### src/rtl/multu_hilo_pkg.sv
// Shared funct encodings, FSM state type and the shift-add step used by multu_hilo.
// The ALU and the control decoder use the same funct constants.
package multu_hilo_pkg;

    localparam logic [5:0] FUNCT_AND   = 6'b100100;
    localparam logic [5:0] FUNCT_OR    = 6'b100101;
    localparam logic [5:0] FUNCT_ADD   = 6'b100000;
    localparam logic [5:0] FUNCT_SUB   = 6'b100010;
    localparam logic [5:0] FUNCT_SLT   = 6'b101010;
    localparam logic [5:0] FUNCT_MULTU = 6'b011001;
    localparam logic [5:0] FUNCT_MFHI  = 6'b010000;
    localparam logic [5:0] FUNCT_MFLO  = 6'b010010;

    localparam logic [4:0] LAST_STEP = 5'd31;

    typedef enum logic [1:0] {
        ST_IDLE = 2'd0,
        ST_RUN  = 2'd1,
        ST_DONE = 2'd2
    } state_t;

    // One shift-add step: the 33-bit sum's carry becomes the new bit 63 after the shift.
    function automatic logic [63:0] shiftAddStep(input logic [63:0] prod,
                                                 input logic [31:0] mcand,
                                                 input logic        addEn);
        logic [32:0] sum;
        sum = {1'b0, prod[63:32]} + {1'b0, (addEn ? mcand : 32'd0)};
        return {sum, prod[31:1]};
    endfunction

endpackage

### src/rtl/multu_hilo_hilo_reg.sv
// HI/LO architectural register pair with async active-low clear and the MFHI/MFLO readout mux.
// Readout is combinational so dataOut can join the execute-stage result mux directly.
module hilo_reg
    import multu_hilo_pkg::*;
(
    input  logic        clk,
    input  logic        reset,
    input  logic        i_we,
    input  logic [31:0] i_hi,
    input  logic [31:0] i_lo,
    input  logic [5:0]  i_funct,
    output logic [31:0] o_dataOut
);

    logic [31:0] r_hi;
    logic [31:0] r_lo;

    always_ff @(posedge clk or negedge reset) begin
        if (!reset) begin
            r_hi <= 32'd0;
            r_lo <= 32'd0;
        end else if (i_we) begin
            r_hi <= i_hi;
            r_lo <= i_lo;
        end
    end

    always_comb begin
        o_dataOut = 32'd0;
        case (i_funct)
            FUNCT_MFHI: o_dataOut = r_hi;
            FUNCT_MFLO: o_dataOut = r_lo;
            default:    o_dataOut = 32'd0;
        endcase
    end

endmodule

### src/rtl/multu_hilo.sv
// Multi-cycle 32x32 unsigned shift-add multiplier feeding HI/LO, alongside the ALU.
// busy holds off upstream issue while a product is being formed; done pulses once it lands.
module multu_hilo
    import multu_hilo_pkg::*;
(
    input  logic        clk,
    input  logic        reset,
    input  logic [31:0] dataA,
    input  logic [31:0] dataB,
    input  logic [5:0]  Signal,
    output logic [31:0] dataOut,
    output logic        busy,
    output logic        done
);

    state_t      r_state;
    state_t      w_nextState;
    logic [31:0] r_mcand;
    logic [31:0] r_mplier;
    logic [63:0] r_prod;
    logic [4:0]  r_count;
    logic        w_accept;
    logic        w_final;
    logic [63:0] w_stepProd;

    assign w_stepProd = shiftAddStep(r_prod, r_mcand, r_mplier[0]);

    always_ff @(posedge clk or negedge reset) begin
        if (!reset) begin
            r_state <= ST_IDLE;
        end else begin
            r_state <= w_nextState;
        end
    end

    // MULTU is only accepted when idle or finishing, so a running multiply is never re-latched.
    always_comb begin
        w_nextState = r_state;
        w_accept    = 1'b0;
        w_final     = 1'b0;
        case (r_state)
            ST_IDLE: begin
                if (Signal == FUNCT_MULTU) begin
                    w_accept    = 1'b1;
                    w_nextState = ST_RUN;
                end
            end
            ST_RUN: begin
                if (r_count == LAST_STEP) begin
                    w_final     = 1'b1;
                    w_nextState = ST_DONE;
                end
            end
            ST_DONE: begin
                if (Signal == FUNCT_MULTU) begin
                    w_accept    = 1'b1;
                    w_nextState = ST_RUN;
                end else begin
                    w_nextState = ST_IDLE;
                end
            end
            default: w_nextState = ST_IDLE;
        endcase
    end

    always_ff @(posedge clk or negedge reset) begin
        if (!reset) begin
            r_mcand  <= 32'd0;
            r_mplier <= 32'd0;
            r_prod   <= 64'd0;
            r_count  <= 5'd0;
        end else if (w_accept) begin
            r_mcand  <= dataA;
            r_mplier <= dataB;
            r_prod   <= 64'd0;
            r_count  <= 5'd0;
        end else if (r_state == ST_RUN) begin
            r_prod   <= w_stepProd;
            r_mplier <= {1'b0, r_mplier[31:1]};
            r_count  <= r_count + 5'd1;
        end
    end

    // HI/LO take the final step's result directly, so they never expose a partial product.
    hilo_reg u_hilo (
        .clk       (clk),
        .reset     (reset),
        .i_we      (w_final),
        .i_hi      (w_stepProd[63:32]),
        .i_lo      (w_stepProd[31:0]),
        .i_funct   (Signal),
        .o_dataOut (dataOut)
    );

    assign busy = (r_state == ST_RUN);
    assign done = (r_state == ST_DONE);

endmodule

### config.mk
export PLATFORM = sky130hd
export DESIGN_NAME = multu_hilo
export DESIGN_NICKNAME = d
export VERILOG_FILES = /design/src/rtl/multu_hilo_pkg.sv /design/src/rtl/multu_hilo_hilo_reg.sv /design/src/rtl/multu_hilo.sv
export SDC_FILE = /design/constraint.sdc
export NUM_CORES = 1
export LEC_CHECK = 0
export CAP_MARGIN = 25
export CELL_PAD_IN_SITES_DETAIL_PLACEMENT = 0
export CELL_PAD_IN_SITES_GLOBAL_PLACEMENT = 1
export CORE_ASPECT_RATIO = 1.2
export CORE_MARGIN = 4
export CORE_UTILIZATION = 49
export DETAILED_ROUTE_END_ITERATION = 8
export PLACE_DENSITY_LB_ADDON = 0.1
export SLEW_MARGIN = 20
export SYNTH_ARGS = -nofsm -noshare
export SYNTH_HDL_FRONTEND = slang
export SYNTH_HIERARCHICAL = 1
export SYNTH_SLANG_ARGS = --single-unit
### constraint.sdc
create_clock -name clk -period 7.3 [get_ports clk]
set_clock_uncertainty 0.1 [all_clocks]
set_input_delay 1.095 -clock clk [delete_from_list [all_inputs] [get_ports clk]]
set_output_delay 1.095 -clock clk [all_outputs]
set_load 0.05 [all_outputs]
==> impl_metrics.json <==
{
  "antenna_found_initial": 0,
  "placed_cell_area_sq_um": 11290,
  "cpMostUsedCell": "clkdlybuf4s50_1",
  "leakage_uw": 0.005688,
  "grt_pass1_vias": 7676,
  "portBuffers": 105,
  "h-tree-depth": 4,
  "fin_util": 0.5897,
  "start_kind": "input port",
  "regToRegSetupSlack_ns": 3.57,
  "grt-ovfl-total": 0,
  "critPathLaunch": "Signal[2]",
  "syn-num-nets": 1003,
  "post_cts_buffers": 0,
  "final-max-slew-violation-count": 0,
  "rr_worst_depth": 11,
  "p_per_area_nw_per_um2": 281.8,
  "grt_first_pass_wirelength_um": 39900,
  "cts_tree": "built",
  "ys_types": 56,
  "fin_area_sq_um": 11940,
  "drtPass1Iterations": 7,
  "cts_hold_buf": 0,
  "cts.sink_count": 198,
  "layout_commonest_cell": "dfrtp_1",
  "r2r_start": "r_mplier[0]",
  "slowest_stage": "clkdlybuf4s50_1",
  "yosysSeqAreaShare": 0.4893,
  "start_util": 0.4999,
  "slew_headroom": 0.3054,
  "wl_per_cell_um": 19.20,
  "drive_above_1_share": 0.1838,
  "die_x_um": 139.2,
  "area.growth.synth_to_final_pct": 17.95,
  "clkLatencyLatePin_ns": 0.44,
  "hold_violations": 0,
  "crit_end": "dataOut[22]",
  "worst_slew_pin_slew_ns": 1.042,
  "final_cell_mix": "dfrtp_1, nand2_1, clkdlybuf4s50_1",
  "cts.repair.resized": 0,
  "dp_hpwl_um": 16860,
  "status": "finished clean",
  "nNetsFinal": 1079,
  "core_region_area_sq_um": 20250,
  "rsz0062_at_grt": "no",
  "drt_iter0_drc": 425,
  "place.gp.congestion": 0.9119,
  "dpl_worst_slack_ns": 2.713,
  "ir_drop_v": 0.0003839,
  "cts_max_path_buffers": 2,
  "synth_edf_count": 0,
  "fmax_mhz": 217.3,
  "setup_viol_count_final": 0,
  "row_count": 57,
  "die_y_um": 165.5,
  "fin_ws_ns": 2.699,
  "slowest_delay_ns": 0.84,
  "required_ns": 6.11,
  "ios": 106,
  "dr_total_vias": 7292,
  "total_power_uw": 3366,
  "ys_ff_latch": 198,
  "numCtsBuffers": 17,
  "worst-path-max-fanout": 32,
  "routed_wl_um": 23990,
  "grt_start_max_net_pins": 122,
  "setup-tns-final_ns": 0,
  "worstSetupPathType": "input port to output pin",
  "cp-end-kind": "output pin",
  "die_area_sq_um": 23040,
  "syn_area_sq_um": 10130,
  "hold_class": "flop to flop",
  "diodes": 0,
  "synthCells": 896,
  "vias_per_cell": 5.834,
  "synth_ff_type": "dfrtp_1",
  "syn_avg_cell_area_sq_um": 11.30,
  "antenna_left": 0,
  "final.period_utilization": 0.6303,
  "clkTransAtPathRegs_ns": 0.08,
  "post-route-min-period_ns": 4.601,
  "max_cap_violations": 0,
  "crit_chain": "clkdlybuf4s50_1 -> or4b_1 -> buf_4 -> nor3_1 -> clkdlybuf4s50_1",
  "drc": 0,
  "cp_data_arrival_time_ns": 3.41,
  "yosysWarnings": 6,
  "regToRegEndpoint": "u_hilo/r_hi[29]",
  "grt_usage": 0.2157,
  "clock_tree.root_cell": "clkbuf_16",
  "async_flop_share": 1.000
}
-- state kept, by name (all words and copies together) (netlist names) --
name and count:
r_count 5, r_mcand 32, r_mplier 32, r_prod 63
r_state 2, u_hilo/r_hi 32, u_hilo/r_lo 32
-- logic make-up after synthesis --
group           share of synthesized area
buf+inv                           0.02990
compound gates                     0.1419
mux                                0.1404
flops                              0.4893
fa+ha+maj                         0.04399
xor+xnor                          0.02768
simple gates                       0.1269
-- report_power, final --
group	internal, uW	switching [uW]	leakage (uW)
clock	465	473	0.000287
sequential	1340	172	0.00271
combinational	359	558	0.00269
-- worst max-delay path, delay by kind of cell --
family / cells / cell delay [ns]
buf+inv: 3 / 1.60
simple gates: 2 / 0.72
-- layout make-up --
| type | count | area, sq um |
|---|---|---|
| repair buffers | 114 | 1152 |
| flip-flops and latches | 198 | 4955 |
| clock inverters | 15 | 177.7 |
| inverters | 5 | 18.77 |
| multi-input cells | 636 | 4883 |
| clock buffers | 17 | 425.4 |
| well taps | 265 | 331.6 |
| fillers | 1679 | 8310 |
-- worst min path at each step --
stage	startpoint	to	cells after the start
finish	r_mplier[7]	r_mplier[7]	2
global route	r_mplier[5]	r_mplier[5]	2
CTS	r_mplier[7]	r_mplier[7]	2
detailed placement	r_mplier[14]	r_mplier[14]	2
global placement	r_mplier[5]	r_mplier[5]	2
floorplan	r_mplier[10]	r_mplier[10]	2
-- synth_stat cells, types with 4 or more instances --
library cell / instances / share of area
dfrtp_1: 198 / 0.49
nand2_1: 105 / 0.039
mux2_2: 96 / 0.11
a22o_1: 60 / 0.052
clkbuf_1: 38 / 0.014
a21oi_1: 37 / 0.018
and2_1: 37 / 0.023
ha_1: 34 / 0.042
mux2i_1: 34 / 0.034
a22oi_1: 32 / 0.024
nor3_2: 30 / 0.030
nor2_1: 24 / 0.0089
o21ai_0: 23 / 0.011
xnor2_1: 18 / 0.016
xor2_1: 14 / 0.012
buf_2: 11 / 0.0054
nand3_1: 9 / 0.0044
nand4_1: 9 / 0.0056
a21o_1: 8 / 0.0059
and3_1: 5 / 0.0031
inv_1: 5 / 0.0019
a31oi_1: 4 / 0.0025
buf_1: 4 / 0.0015
nor3_1: 4 / 0.0020
o21ai_1: 4 / 0.0020
-- through the flow --
stage | hold slack (ns) | std cells
after CTS | 0.3881 | 1248
after floorplan | 0.3463 | 896
after global placement | 0.3586 | 1216
after global routing | 0.4119 | 1250
after detailed placement | 0.3666 | 1216
final | 0.3839 | 1250
-- per-layer routing --
layer	track usage	share of wire	vias to the layer above
li1	-	-	3403
met1	0.2532	0.40	3672
met2	0.4013	0.53	179
met3	0.03139	0.035	38
met4	0.08007	0.027	0
met5	0	0	-
No activity file was read; power rests on OpenSTA's default activity.
